`config.mk`:
```
export PLATFORM = sky130hd
export DESIGN_NAME = riu_histogram
export DESIGN_NICKNAME = d
export VERILOG_FILES = /design/src/rtl/riu_histogram.sv
export SDC_FILE = /design/constraint.sdc
export NUM_CORES = 1
export LEC_CHECK = 0
export ABC_AREA = 1
export BUFFER_PORTS_ARGS = -buffer_cell sky130_fd_sc_hd__buf_2
export CAP_MARGIN = 25
export CORE_ASPECT_RATIO = 0.8
export CORE_MARGIN = 3
export CORE_UTILIZATION = 30
export DETAILED_ROUTE_END_ITERATION = 6
export PLACE_DENSITY_LB_ADDON = 0.05
export SYNTH_ARGS = -nofsm -noshare
export SYNTH_HDL_FRONTEND = slang
export SYNTH_SLANG_ARGS = --single-unit
```
`constraint.sdc`:
```
create_clock -name clk -period 7.1 [get_ports clk]
set_input_delay 1.42 -clock clk [delete_from_list [all_inputs] [get_ports clk]]
set_output_delay 1.42 -clock clk [all_outputs]
set_load 0.02 [all_outputs]
```
`src/rtl/riu_histogram.sv`:
```
// Dual 10-bin code histogram (RD and NI) accumulated per frame and streamed out as 20 words.
// Define RIU_HIST_SATURATE_EN to make bins saturate at all-ones instead of wrapping.
module riu_histogram #(
  parameter int ROWS      = 30,
  parameter int COLS      = 30,
  parameter int CNT_WIDTH = 16
) (
  input  logic                 clk,
  input  logic                 rst,
  input  logic                 done_i,
  input  logic                 progress_done_i,
  input  logic [3:0]           rd_code_i,
  input  logic [3:0]           ni_code_i,
  output logic [CNT_WIDTH-1:0] hist_data_o,
  output logic [4:0]           hist_idx_o,
  output logic                 hist_valid_o,
  output logic                 done_o,
  output logic                 busy_o,
  output logic                 drop_o
);

  localparam int unsigned PIX_MAX = ROWS * COLS;
  localparam int unsigned PIX_W   = $clog2(PIX_MAX + 1);
  localparam int unsigned NBINS   = 10;

  typedef enum logic [1:0] {
    S_IDLE,
    S_ACCUM,
    S_READOUT
  } state_e;

  state_e               state_q, state_d;
  logic [4:0]           idx_q, idx_d;
  logic [PIX_W-1:0]     pix_cnt_q, pix_cnt_d;
  logic [CNT_WIDTH-1:0] rd_bin_q [NBINS];
  logic [CNT_WIDTH-1:0] rd_bin_d [NBINS];
  logic [CNT_WIDTH-1:0] ni_bin_q [NBINS];
  logic [CNT_WIDTH-1:0] ni_bin_d [NBINS];

  logic [CNT_WIDTH-1:0] hist_data_q, hist_data_d;
  logic [4:0]           hist_idx_q, hist_idx_d;
  logic                 hist_valid_q, hist_valid_d;
  logic                 done_q, done_d;
  logic                 busy_q, busy_d;
  logic                 drop_q, drop_d;

  logic [3:0]           rd_sel, ni_sel;
  logic                 accept;

  function automatic logic [CNT_WIDTH-1:0] bump(input logic [CNT_WIDTH-1:0] v);
`ifdef RIU_HIST_SATURATE_EN
    bump = (v == '1) ? v : v + CNT_WIDTH'(1);
`else
    bump = v + CNT_WIDTH'(1);
`endif
  endfunction

  always_comb begin
    state_d      = state_q;
    idx_d        = '0;
    pix_cnt_d    = pix_cnt_q;
    rd_bin_d     = rd_bin_q;
    ni_bin_d     = ni_bin_q;
    hist_data_d  = '0;
    hist_idx_d   = '0;
    hist_valid_d = 1'b0;
    done_d       = 1'b0;
    busy_d       = 1'b0;
    drop_d       = drop_q;

    // Codes 10-15 are folded into the non-uniform bin 9
    rd_sel = (rd_code_i > 4'd9) ? 4'd9 : rd_code_i;
    ni_sel = (ni_code_i > 4'd9) ? 4'd9 : ni_code_i;
    accept = done_i && (state_q != S_READOUT);

    case (state_q)
      S_IDLE: begin
        if (progress_done_i) begin
          state_d = S_READOUT;
        end else if (done_i) begin
          state_d = S_ACCUM;
        end
      end
      S_ACCUM: begin
        if (progress_done_i) begin
          state_d = S_READOUT;
        end
      end
      S_READOUT: begin
        idx_d = idx_q + 5'd1;
        if (idx_q == 5'd19) begin
          state_d   = S_IDLE;
          idx_d     = '0;
          pix_cnt_d = '0;
        end
      end
      default: state_d = S_IDLE;
    endcase

    if (accept) begin
      for (int unsigned i = 0; i < NBINS; i++) begin
        if (rd_sel == 4'(i)) rd_bin_d[i] = bump(rd_bin_q[i]);
        if (ni_sel == 4'(i)) ni_bin_d[i] = bump(ni_bin_q[i]);
      end
      if (pix_cnt_q != PIX_W'(PIX_MAX)) pix_cnt_d = pix_cnt_q + PIX_W'(1);
    end

    if (state_q == S_READOUT) begin
      drop_d       = drop_q | done_i;
      hist_valid_d = 1'b1;
      busy_d       = 1'b1;
      hist_idx_d   = idx_q;
      done_d       = (idx_q == 5'd19);
      // The word leaves on this edge, so its bin is cleared on the same edge
      for (int unsigned i = 0; i < NBINS; i++) begin
        if (idx_q == 5'(i)) begin
          hist_data_d = rd_bin_q[i];
          rd_bin_d[i] = '0;
        end
        if (idx_q == 5'(i + NBINS)) begin
          hist_data_d = ni_bin_q[i];
          ni_bin_d[i] = '0;
        end
      end
    end
  end

  always_ff @(posedge clk) begin
    if (rst) begin
      state_q      <= S_IDLE;
      idx_q        <= '0;
      pix_cnt_q    <= '0;
      rd_bin_q     <= '{default: '0};
      ni_bin_q     <= '{default: '0};
      hist_data_q  <= '0;
      hist_idx_q   <= '0;
      hist_valid_q <= 1'b0;
      done_q       <= 1'b0;
      busy_q       <= 1'b0;
      drop_q       <= 1'b0;
    end else begin
      state_q      <= state_d;
      idx_q        <= idx_d;
      pix_cnt_q    <= pix_cnt_d;
      rd_bin_q     <= rd_bin_d;
      ni_bin_q     <= ni_bin_d;
      hist_data_q  <= hist_data_d;
      hist_idx_q   <= hist_idx_d;
      hist_valid_q <= hist_valid_d;
      done_q       <= done_d;
      busy_q       <= busy_d;
      drop_q       <= drop_d;
    end
  end

  assign hist_data_o  = hist_data_q;
  assign hist_idx_o   = hist_idx_q;
  assign hist_valid_o = hist_valid_q;
  assign done_o       = done_q;
  assign busy_o       = busy_q;
  assign drop_o       = drop_q;

endmodule

```
==> results of run 1 <==
cells in the mapped netlist, types with 3 or more instances:
master / number
nand2_2: 3
inv_2: 11
ha_1: 25
nor2_2: 16
o21ai_1: 18
dfxtp_1: 351
nand4_1: 53
clkinv_1: 5
a211oi_1: 7
buf_2: 21
a21oi_1: 104
nor3b_1: 13
nor4_1: 25
nor2_4: 6
nand2_1: 605
or2_2: 37
xor2_1: 168
and3_1: 7
nand3_1: 263
nor3_2: 5
inv_1: 369
xnor2_1: 25
nor3_1: 93
clkbuf_1: 51
nor2_1: 396
o21ai_0: 100
tightest hold or removal path: cells and delay by family (launching register included):
family          cells  cell delay (ns)
compound gates      1             0.04
flops               1             0.32
simple gates        1             0.07
state kept, by name (all words and copies together) (netlist names):
signal	cells
done_o	1
busy_o	1
ni_bin_q	160
state_q	2
rd_bin_q	160
hist_data_o	16
drop_o	1
idx_q	5
hist_idx_o	5
power breakdown:
| group | total [W] | internal (W) | leakage, nW | switching (W) |
|---|---|---|---|---|
| registers | 0.00199 | 0.00198 | 2.83 | 0.00000951 |
| logic | 0.000195 | 0.0000448 | 4.45 | 0.000150 |
| clock network | 0.00228 | 0.00136 | 0.719 | 0.000918 |
logic make-up after synthesis:
| group | share of synthesized area |
|---|---|
| adders and majority gates | 0.01663 |
| buffers and inverters | 0.09404 |
| and+or+nand+nor | 0.3585 |
| AOI/OAI and AO/OA | 0.06750 |
| DFF | 0.3735 |
| xor gates and xnor gates | 0.08985 |
path summary, 6_finish.rpt:
kind              slack (ns)             end  cells after the start      from
setup / recovery        2.85  hist_data_o[6]                     22  idx_q[0]
hold reg to reg         0.47          drop_o                      2    drop_o
setup reg to reg        2.85  hist_data_o[6]                     22  idx_q[0]
hold / removal          0.47          drop_o                      2    drop_o
layer usage:
metal | vias up | GRT usage | share of wire | wire [microns]
met1 | 7932 | 0.2717 | 0.52 | 30750
met2 | 330 | 0.2505 | 0.40 | 23670
met3 | 97 | 0.02805 | 0.046 | 2742
met4 | 2 | 0.06106 | 0.032 | 1868
met5 | - | 0 | 0.00022 | 13
li1 | 8974 | - | - | -
per-stage QoR:
step                      hold slack [ns]  setup WS [ns]  area, sq um
after floorplan                    0.4438          3.852        18810
after global placement             0.4561          2.773        19920
after detailed placement           0.4653          2.773        20000
after CTS                          0.4768          2.795        21440
after global routing               0.4916          2.263        21440
final                              0.4679          2.848        21440
area by class of cell:
class / instances / area (sq um) / share of cell area
Multi-Input combinational cell: 1992 / 10020 / 0.4672
Sequential cell: 351 / 7027 / 0.3277
Inverter: 386 / 1450 / 0.06763
Clock buffer: 66 / 1292 / 0.06028
Tap cell: 830 / 1039 / 0.04843
Timing Repair Buffer: 71 / 465.4 / 0.02171
Clock inverter: 13 / 151.4 / 0.007061
==> impl_metrics.env, run 1 <==
export IMPL_fmax_ghz=0.2352
export IMPL_hold_class="reg -> reg"
export IMPL_clock_sinks=351
export IMPL_timing_critical_path_mode_cell="nand3_1"
export IMPL_postCtsResizedCells=0
export IMPL_powerDensity_nw_per_um2=208.2
export IMPL_async_flop_share=0
export IMPL_yosysUniqueCellTypes=45
export IMPL_htreeDepth=2
export IMPL_first_pass_iters=5
export IMPL_cts_setup_buffers=0
export IMPL_final_common_cell="nand2_1"
export IMPL_synth_seq_cells=351
export IMPL_synthesis_area_sq_um=18810
export IMPL_syn_inst=2805
export IMPL_die_area_sq_um=65770
export IMPL_antenna_found_initial=3
export IMPL_vias=17340
export IMPL_ys_flop_type="dfxtp_1"
export IMPL_cts_inserted_buffers=43
export IMPL_dieWidth_microns=286.0
export IMPL_skew_ns=0.01511
export IMPL_yosys_warnings=0
export IMPL_postRouteWirelength_microns=59050
export IMPL_grt_max_degree=33
export IMPL_cp_max_fo=19
export IMPL_fp_dieH_microns=230.0
export IMPL_avgRoutedWirePerCell_microns=15.92
export IMPL_finalSetupTns_ns=0
export IMPL_clk_pin_slew_ns=0.06
export IMPL_drt_iter0_drc=1220
export IMPL_finalPower_w=0.004464
export IMPL_place_congestion=0.8444
export IMPL_period_share=0.5989
export IMPL_crit_family="simple AND/OR/NAND/NOR gates"
export IMPL_period_minus_slack_ns=4.252
export IMPL_grt_overflow=0
export IMPL_yosysTopAreaCell="dfxtp_1"
export IMPL_cts_max_path_buffers=3
export IMPL_crit_slowest_cell="nor2_1"
export IMPL_placed_cells=3630
export IMPL_cp_end_kind="flip-flop"
export IMPL_ios=37
export IMPL_io_buffers=36
export IMPL_syn_nets=2842
export IMPL_crit_type="reg -> reg"
export IMPL_antenna_cells=0
export IMPL_grt_pass1_vias=16210
export IMPL_synth_edf_count=0
export IMPL_instances_no_fill=3709
export IMPL_finalMaxSlewViolations=0
export IMPL_hold_violations=0
export IMPL_worst_ep_required_time_ns=7.62
export IMPL_synth_top_area_frac=0.3735
export IMPL_run_status="finished, final reports clean"
export IMPL_final_cell_mix="nand2_1, nor2_1, inv_1"
export IMPL_worst_ir_drop_vdd_uv=135.9
export IMPL_avgSynthCellArea_sq_um=6.707
export IMPL_clk_latency_ns=0.58
export IMPL_synth_area_leaders="dfxtp_1, nand2_1, nor2_1"
export IMPL_dp_hpwl_microns=45190
export IMPL_cp_arrival_ns=4.77
export IMPL_root_buffer="clkbuf_16"
export IMPL_vias_per_cell=4.674
export IMPL_cp_start_kind="flip-flop"
export IMPL_finalSetupViolCount=0
export IMPL_cts_tree="built"
export IMPL_rsz0062_at_grt="no"
export IMPL_tightest_slew_ns=0.9944
export IMPL_crit_buf_inv=3
export IMPL_p_leak_nw=7.998
export IMPL_grt_pass1_wl_microns=92830
export IMPL_rows=81
export IMPL_finalNetCount=2882
export IMPL_num_fill_cells=6845
export IMPL_drcViolationCount=0
export IMPL_utilization=0.3480
export IMPL_yosysSeqAreaShare=0.3735
export IMPL_max_cap_violations=0
export IMPL_track_usage=0.1781
export IMPL_core_area_sq_um=61620
export IMPL_cpPeakStageDelay_ns=0.74
export IMPL_syn_to_final_growth_pct=13.97
export IMPL_start_util=0.3053
export IMPL_relSlewSlack=0.3346
export IMPL_path_cells="inv_1, ha_1, inv_1, nor2_1, nand2_2, inv_1, nand2_1, nand4_1, nand3_1, nand3_1, nand2_1, nand3_1, nand3_1, nand3_1, nand3_1, nand3_1, nand3_1, nand3_1, nand2_1, nand2_1, nand2_1, nand2_1"
export IMPL_drive_gt1_frac=0.07919
export IMPL_ant_nets=0
export IMPL_postCtsHoldBufs=0
Power figures use the tool's default switching activity.
==> run 2: changes to the inputs <==
==> constraint.sdc (replaced) <==
create_clock -name clk -period 3.8 [get_ports clk]
set_input_delay 0.76 -clock clk [delete_from_list [all_inputs] [get_ports clk]]
set_output_delay 0.76 -clock clk [all_outputs]
set_load 0.02 [all_outputs]
==> impl_metrics.env, run 2 (synthesis results as in run 1) <==
export IMPL_run_status="finished, final reports clean"
export IMPL_rsz0062_at_grt="no"
export IMPL_period_minus_slack_ns=3.465
export IMPL_relSlewSlack=0.5216
export IMPL_cp_arrival_ns=3.94
export IMPL_dp_slack_ns=0.005115
export IMPL_fp_dieH_microns=230.0
export IMPL_worst_ep_required_time_ns=4.28
export IMPL_cp_max_fo=19
export IMPL_grt_max_degree=33
export IMPL_die_area_sq_um=65770
export IMPL_finalMaxSlewViolations=0
export IMPL_ant_nets=0
export IMPL_cts_setup_buffers=0
export IMPL_grt_overflow=0
export IMPL_ios=37
export IMPL_place_congestion=0.8569
export IMPL_cts_inserted_buffers=43
export IMPL_drcViolationCount=0
export IMPL_drive_gt1_frac=0.08981
export IMPL_drt_iter0_drc=1257
export IMPL_vias_per_cell=4.723
export IMPL_utilization=0.3528
export IMPL_powerDensity_nw_per_um2=392.2
export IMPL_postRouteWirelength_microns=63170
export IMPL_track_usage=0.1899
export IMPL_clock_sinks=351
export IMPL_skew_ns=0.02322
export IMPL_dieWidth_microns=286.0
export IMPL_finalNetCount=2910
export IMPL_tightest_slew_ns=0.7168
export IMPL_avgRoutedWirePerCell_microns=16.91
export IMPL_cts_tree="built"
export IMPL_antenna_found_initial=3
export IMPL_finalSetupTns_ns=0
export IMPL_postCtsHoldBufs=0
export IMPL_cp_end_kind="flip-flop"
export IMPL_period_share=0.9118
export IMPL_p_leak_nw=8.182
export IMPL_io_buffers=36
export IMPL_core_area_sq_um=61620
export IMPL_hold_class="in -> reg"
export IMPL_antenna_cells=0
export IMPL_cts_max_path_buffers=3
export IMPL_clk_pin_slew_ns=0.06
export IMPL_clk_latency_ns=0.58
export IMPL_dp_hpwl_microns=48990
export IMPL_final_cell_mix="nand2_1, nor2_1, inv_1"
export IMPL_worst_ir_drop_vdd_uv=281.0
export IMPL_htreeDepth=2
export IMPL_grt_pass1_vias=16710
export IMPL_hold_violations=0
export IMPL_syn_to_final_growth_pct=15.56
export IMPL_regToRegSetupSlack_ns=0.34
export IMPL_first_pass_iters=5
export IMPL_max_cap_violations=0
export IMPL_finalSetupViolCount=0
export IMPL_rows=81
export IMPL_vias=17640
export IMPL_fmax_ghz=0.2886
export IMPL_crit_type="reg -> reg"
export IMPL_cp_start_kind="flip-flop"
export IMPL_num_fill_cells=6824
export IMPL_root_buffer="clkbuf_16"
export IMPL_grt_pass1_wl_microns=97840
export IMPL_final_common_cell="nand2_1"
export IMPL_start_util=0.3053
export IMPL_worst_slack_ns=0.3353
==> run 2: worst paths after layout <==
path | endpoint | start | depth (start not counted)
setup / recovery | hist_data_o[5] | idx_q[0] | 22
hold / removal | drop_o | done_i | 3
setup reg to reg | hist_data_o[5] | idx_q[0] | 22
hold reg to reg | drop_o | drop_o | 2
==> run 2: final cells by class <==
type | instances | area, sq um | area share
Multi-Input combinational cell | 1992 | 10030 | 0.4614
Sequential cell | 351 | 7027 | 0.3232
Inverter | 386 | 1453 | 0.06682
Clock buffer | 60 | 1240 | 0.05704
Tap cell | 830 | 1039 | 0.04777
Timing Repair Buffer | 99 | 700.7 | 0.03223
Clock inverter | 18 | 251.5 | 0.01157
==> run 2: layer usage <==
metal  vias to the layer above  share of wire  GRT usage
li1                       9034              -          -
met1                      8161           0.51     0.2807
met2                       362           0.42     0.2837
met3                        87          0.049    0.02755
met4                         0          0.027    0.05659
met5                         -              0          0
==> run 2: power by group <==
| group | total [W] | switching (W) | internal (W) |
|---|---|---|---|
| combinational | 0.000394 | 0.000295 | 0.0000990 |
| clock | 0.00442 | 0.00173 | 0.00268 |
| sequential | 0.00372 | 0.0000186 | 0.00370 |
| total | 0.00853 | 0.00205 | 0.00648 |
==> run 2: worst max-delay path, cell delays in order (launching register included) <==
cell and delay (ns):
dfxtp_1 0.40, inv_1 0.12, ha_1 0.25, inv_1 0.06, nor2_1 0.06, nand2_2 0.29
inv_1 0.31, nand2_1 0.14, nand4_1 0.14, nand3_1 0.13, nand3_1 0.13, nand2_1 0.08
nand3_1 0.17, nand3_1 0.23, nand3_1 0.10, nand3_1 0.11, nand3_1 0.13, nand3_1 0.12
nand3_1 0.13, nand2_1 0.08, nand2_1 0.06, nand2_1 0.06, nand2_1 0.05
==> run 2: stage by stage <==
step                      std cells  hold slack [ns]  power [W]  area (sq um)
final                          3736           0.4568   0.008527         21740
after global routing           3736           0.4796   0.008860         21740
after CTS                      3735           0.4227   0.008679         21710
after detailed placement       3657           0.4598   0.004195         20220
after global placement         3655           0.4466   0.004191         20160
after floorplan                2805           0.4438   0.004009         18810
==> run 2: timing repair <==
item	CTS	global route
resized for setup	1	5
setup endpoints to repair	1	3
hold endpoints to repair	0	0
pin swaps	0	0
==> run 3: changes to the inputs <==
--- a/config.mk
+++ b/config.mk
@@ -13,6 +13,7 @@
 export CORE_UTILIZATION = 30
 export DETAILED_ROUTE_END_ITERATION = 6
 export PLACE_DENSITY_LB_ADDON = 0.05
+export RECOVER_POWER = 100
 export SYNTH_ARGS = -nofsm -noshare
 export SYNTH_HDL_FRONTEND = slang
 export SYNTH_SLANG_ARGS = --single-unit
==> impl_metrics.env, run 3 (synthesis results as in run 1) <==
export IMPL_run_status="finished with violations"
export IMPL_violations="capacitance limit, slew limit"
export IMPL_fmax_ghz=0.2885
export IMPL_final_cell_mix="nand2_1, nor2_1, inv_1"
export IMPL_p_clk_frac=0.519
export IMPL_cp_end_kind="flip-flop"
export IMPL_power_switching_w=0.002041
export IMPL_p_int_w=0.006468
export IMPL_relSlewSlack=-0.05741
export IMPL_skew_ns=0.02482
export IMPL_worst_ep_required_time_ns=4.28
export IMPL_postRouteWirelength_microns=63250
export IMPL_final_common_cell="nand2_1"
export IMPL_tightest_slew_ns=1.586
export IMPL_pwr_share_seq=0.437
export IMPL_period_share=0.9121
export IMPL_rsz0062_at_grt="no"
export IMPL_period_minus_slack_ns=3.466
export IMPL_ios=37
export IMPL_rows=81
export IMPL_grt_pass1_wl_microns=97840
export IMPL_antenna_found_initial=3
export IMPL_clk_pin_slew_ns=0.06
export IMPL_ant_nets=0
export IMPL_dieWidth_microns=286.0
export IMPL_start_util=0.3053
export IMPL_num_fill_cells=6850
export IMPL_dp_hpwl_microns=48990
export IMPL_syn_to_final_growth_pct=14.90
export IMPL_root_buffer="clkbuf_16"
export IMPL_place_congestion=0.8569
export IMPL_placed_area_sq_um=20220
export IMPL_worst_ir_drop_vdd_uv=280.8
export IMPL_cp_start_kind="flip-flop"
export IMPL_core_area_sq_um=61620
export IMPL_cp_arrival_ns=3.94
export IMPL_htreeDepth=2
export IMPL_cts_tree="built"
export IMPL_max_cap_violations=1
export IMPL_fp_dieH_microns=230.0
export IMPL_clock_sinks=351
export IMPL_cts_inserted_buffers=43
export IMPL_drive_gt1_frac=0.07226
export IMPL_vias=17630
export IMPL_track_usage=0.1899
export IMPL_switching_share=0.2398
export IMPL_hold_violations=0
export IMPL_stdcell_area_sq_um=21620
export IMPL_first_pass_iters=5
export IMPL_clk_latency_ns=0.58
export IMPL_io_buffers=36
export IMPL_grt_max_degree=33
export IMPL_avgRoutedWirePerCell_microns=16.93
export IMPL_die_area_sq_um=65770
export IMPL_grt_pass1_vias=16710
export IMPL_drcViolationCount=0
export IMPL_finalMaxSlewViolations=20
export IMPL_utilization=0.3508
export IMPL_powerDensity_nw_per_um2=393.6
export IMPL_finalNetCount=2910
export IMPL_multiInputGateArea_sq_um=10020
export IMPL_worst_hold_slack_ns=0.4582
export IMPL_crit_type="reg -> reg"
export IMPL_drt_iter0_drc=1235
export IMPL_hold_class="in -> reg"
export IMPL_combPwrFrac=0.044
export IMPL_cts_max_path_buffers=3
export IMPL_finalSetupViolCount=0
export IMPL_vias_per_cell=4.719
export IMPL_postCtsHoldBufs=0
export IMPL_p_leak_nw=7.994
export IMPL_cp_max_fo=19
export IMPL_antenna_cells=0
export IMPL_ff_latch_area_sq_um=7027
export IMPL_grt_overflow=0
run 3: stage by stage:
step / power [W] / std cells / setup slack [ns] / setup TNS, ns
after floorplan: 0.004009 / 2805 / 1.212 / 0
after detailed placement: 0.004195 / 3657 / 0.005115 / 0
after global placement: 0.004191 / 3655 / -0.04851 / -0.04851
after global routing: 0.008843 / 3736 / 0.05892 / 0
final: 0.008509 / 3736 / 0.3339 / 0
after CTS: 0.008679 / 3735 / 0.04722 / 0
run 3: worst paths after layout:
path	from	to	slack [ns]	depth (start not counted)
setup / recovery	idx_q[1]	hist_data_o[4]	0.33	27
hold / removal	done_i	drop_o	0.46	3
setup reg to reg	idx_q[1]	hist_data_o[4]	0.33	27
hold reg to reg	drop_o	drop_o	0.47	2
run 3: repair_timing:
item,CTS,global route
resized for setup,1,5
endpoints found under the hold margin,0,0
setup buffers,0,0
setup endpoints to repair,1,3
run 3: worst max-delay path, cell delays in order, from the launching register on:
cell	delay, ns
dfxtp_1	0.38
inv_1	0.10
ha_1	0.23
nand2_2	0.16
nor2_1	0.08
buf_4	0.19
inv_4	0.20
o21ai_0	0.23
nor2_1	0.16
o22ai_1	0.09
nand2_1	0.09
nand3_1	0.09
nand2_1	0.10
nand2_1	0.07
nand2_1	0.08
nand3_1	0.09
nand3_1	0.15
nand3_1	0.16
nand2_1	0.12
nand2_1	0.07
nand2_1	0.11
nand2_1	0.06
nand2_1	0.06
nand2_1	0.07
nand2_1	0.07
nand2_1	0.05
nand2_1	0.06
nand2_1	0.05
run 3: area by class of cell:
type	instances	area share
inverters	386	0.06720
multi-input cells	1992	0.4635
clock buffers	60	0.05736
repair buffers	99	0.02715
well taps	830	0.04804
clock inverters	18	0.01163
flip-flops and latches	351	0.3251
run 3: layer usage:
metal | up-vias | GRT usage | wire length, microns
li1 | 9031 | - | -
met1 | 8131 | 0.2807 | 32000
met2 | 378 | 0.2837 | 26540
met3 | 90 | 0.02755 | 2987
met4 | 0 | 0.05659 | 1720
met5 | - | 0 | 0
run 3: power by group through the flow:
stage                     clock network [W]  logic [W]  registers [W]
after floorplan                           0   0.000213        0.00380
after global placement                    0   0.000393        0.00380
after detailed placement                  0   0.000397        0.00380
after CTS                           0.00456   0.000398        0.00372
after global routing                0.00471   0.000417        0.00372
final                               0.00441   0.000378        0.00372
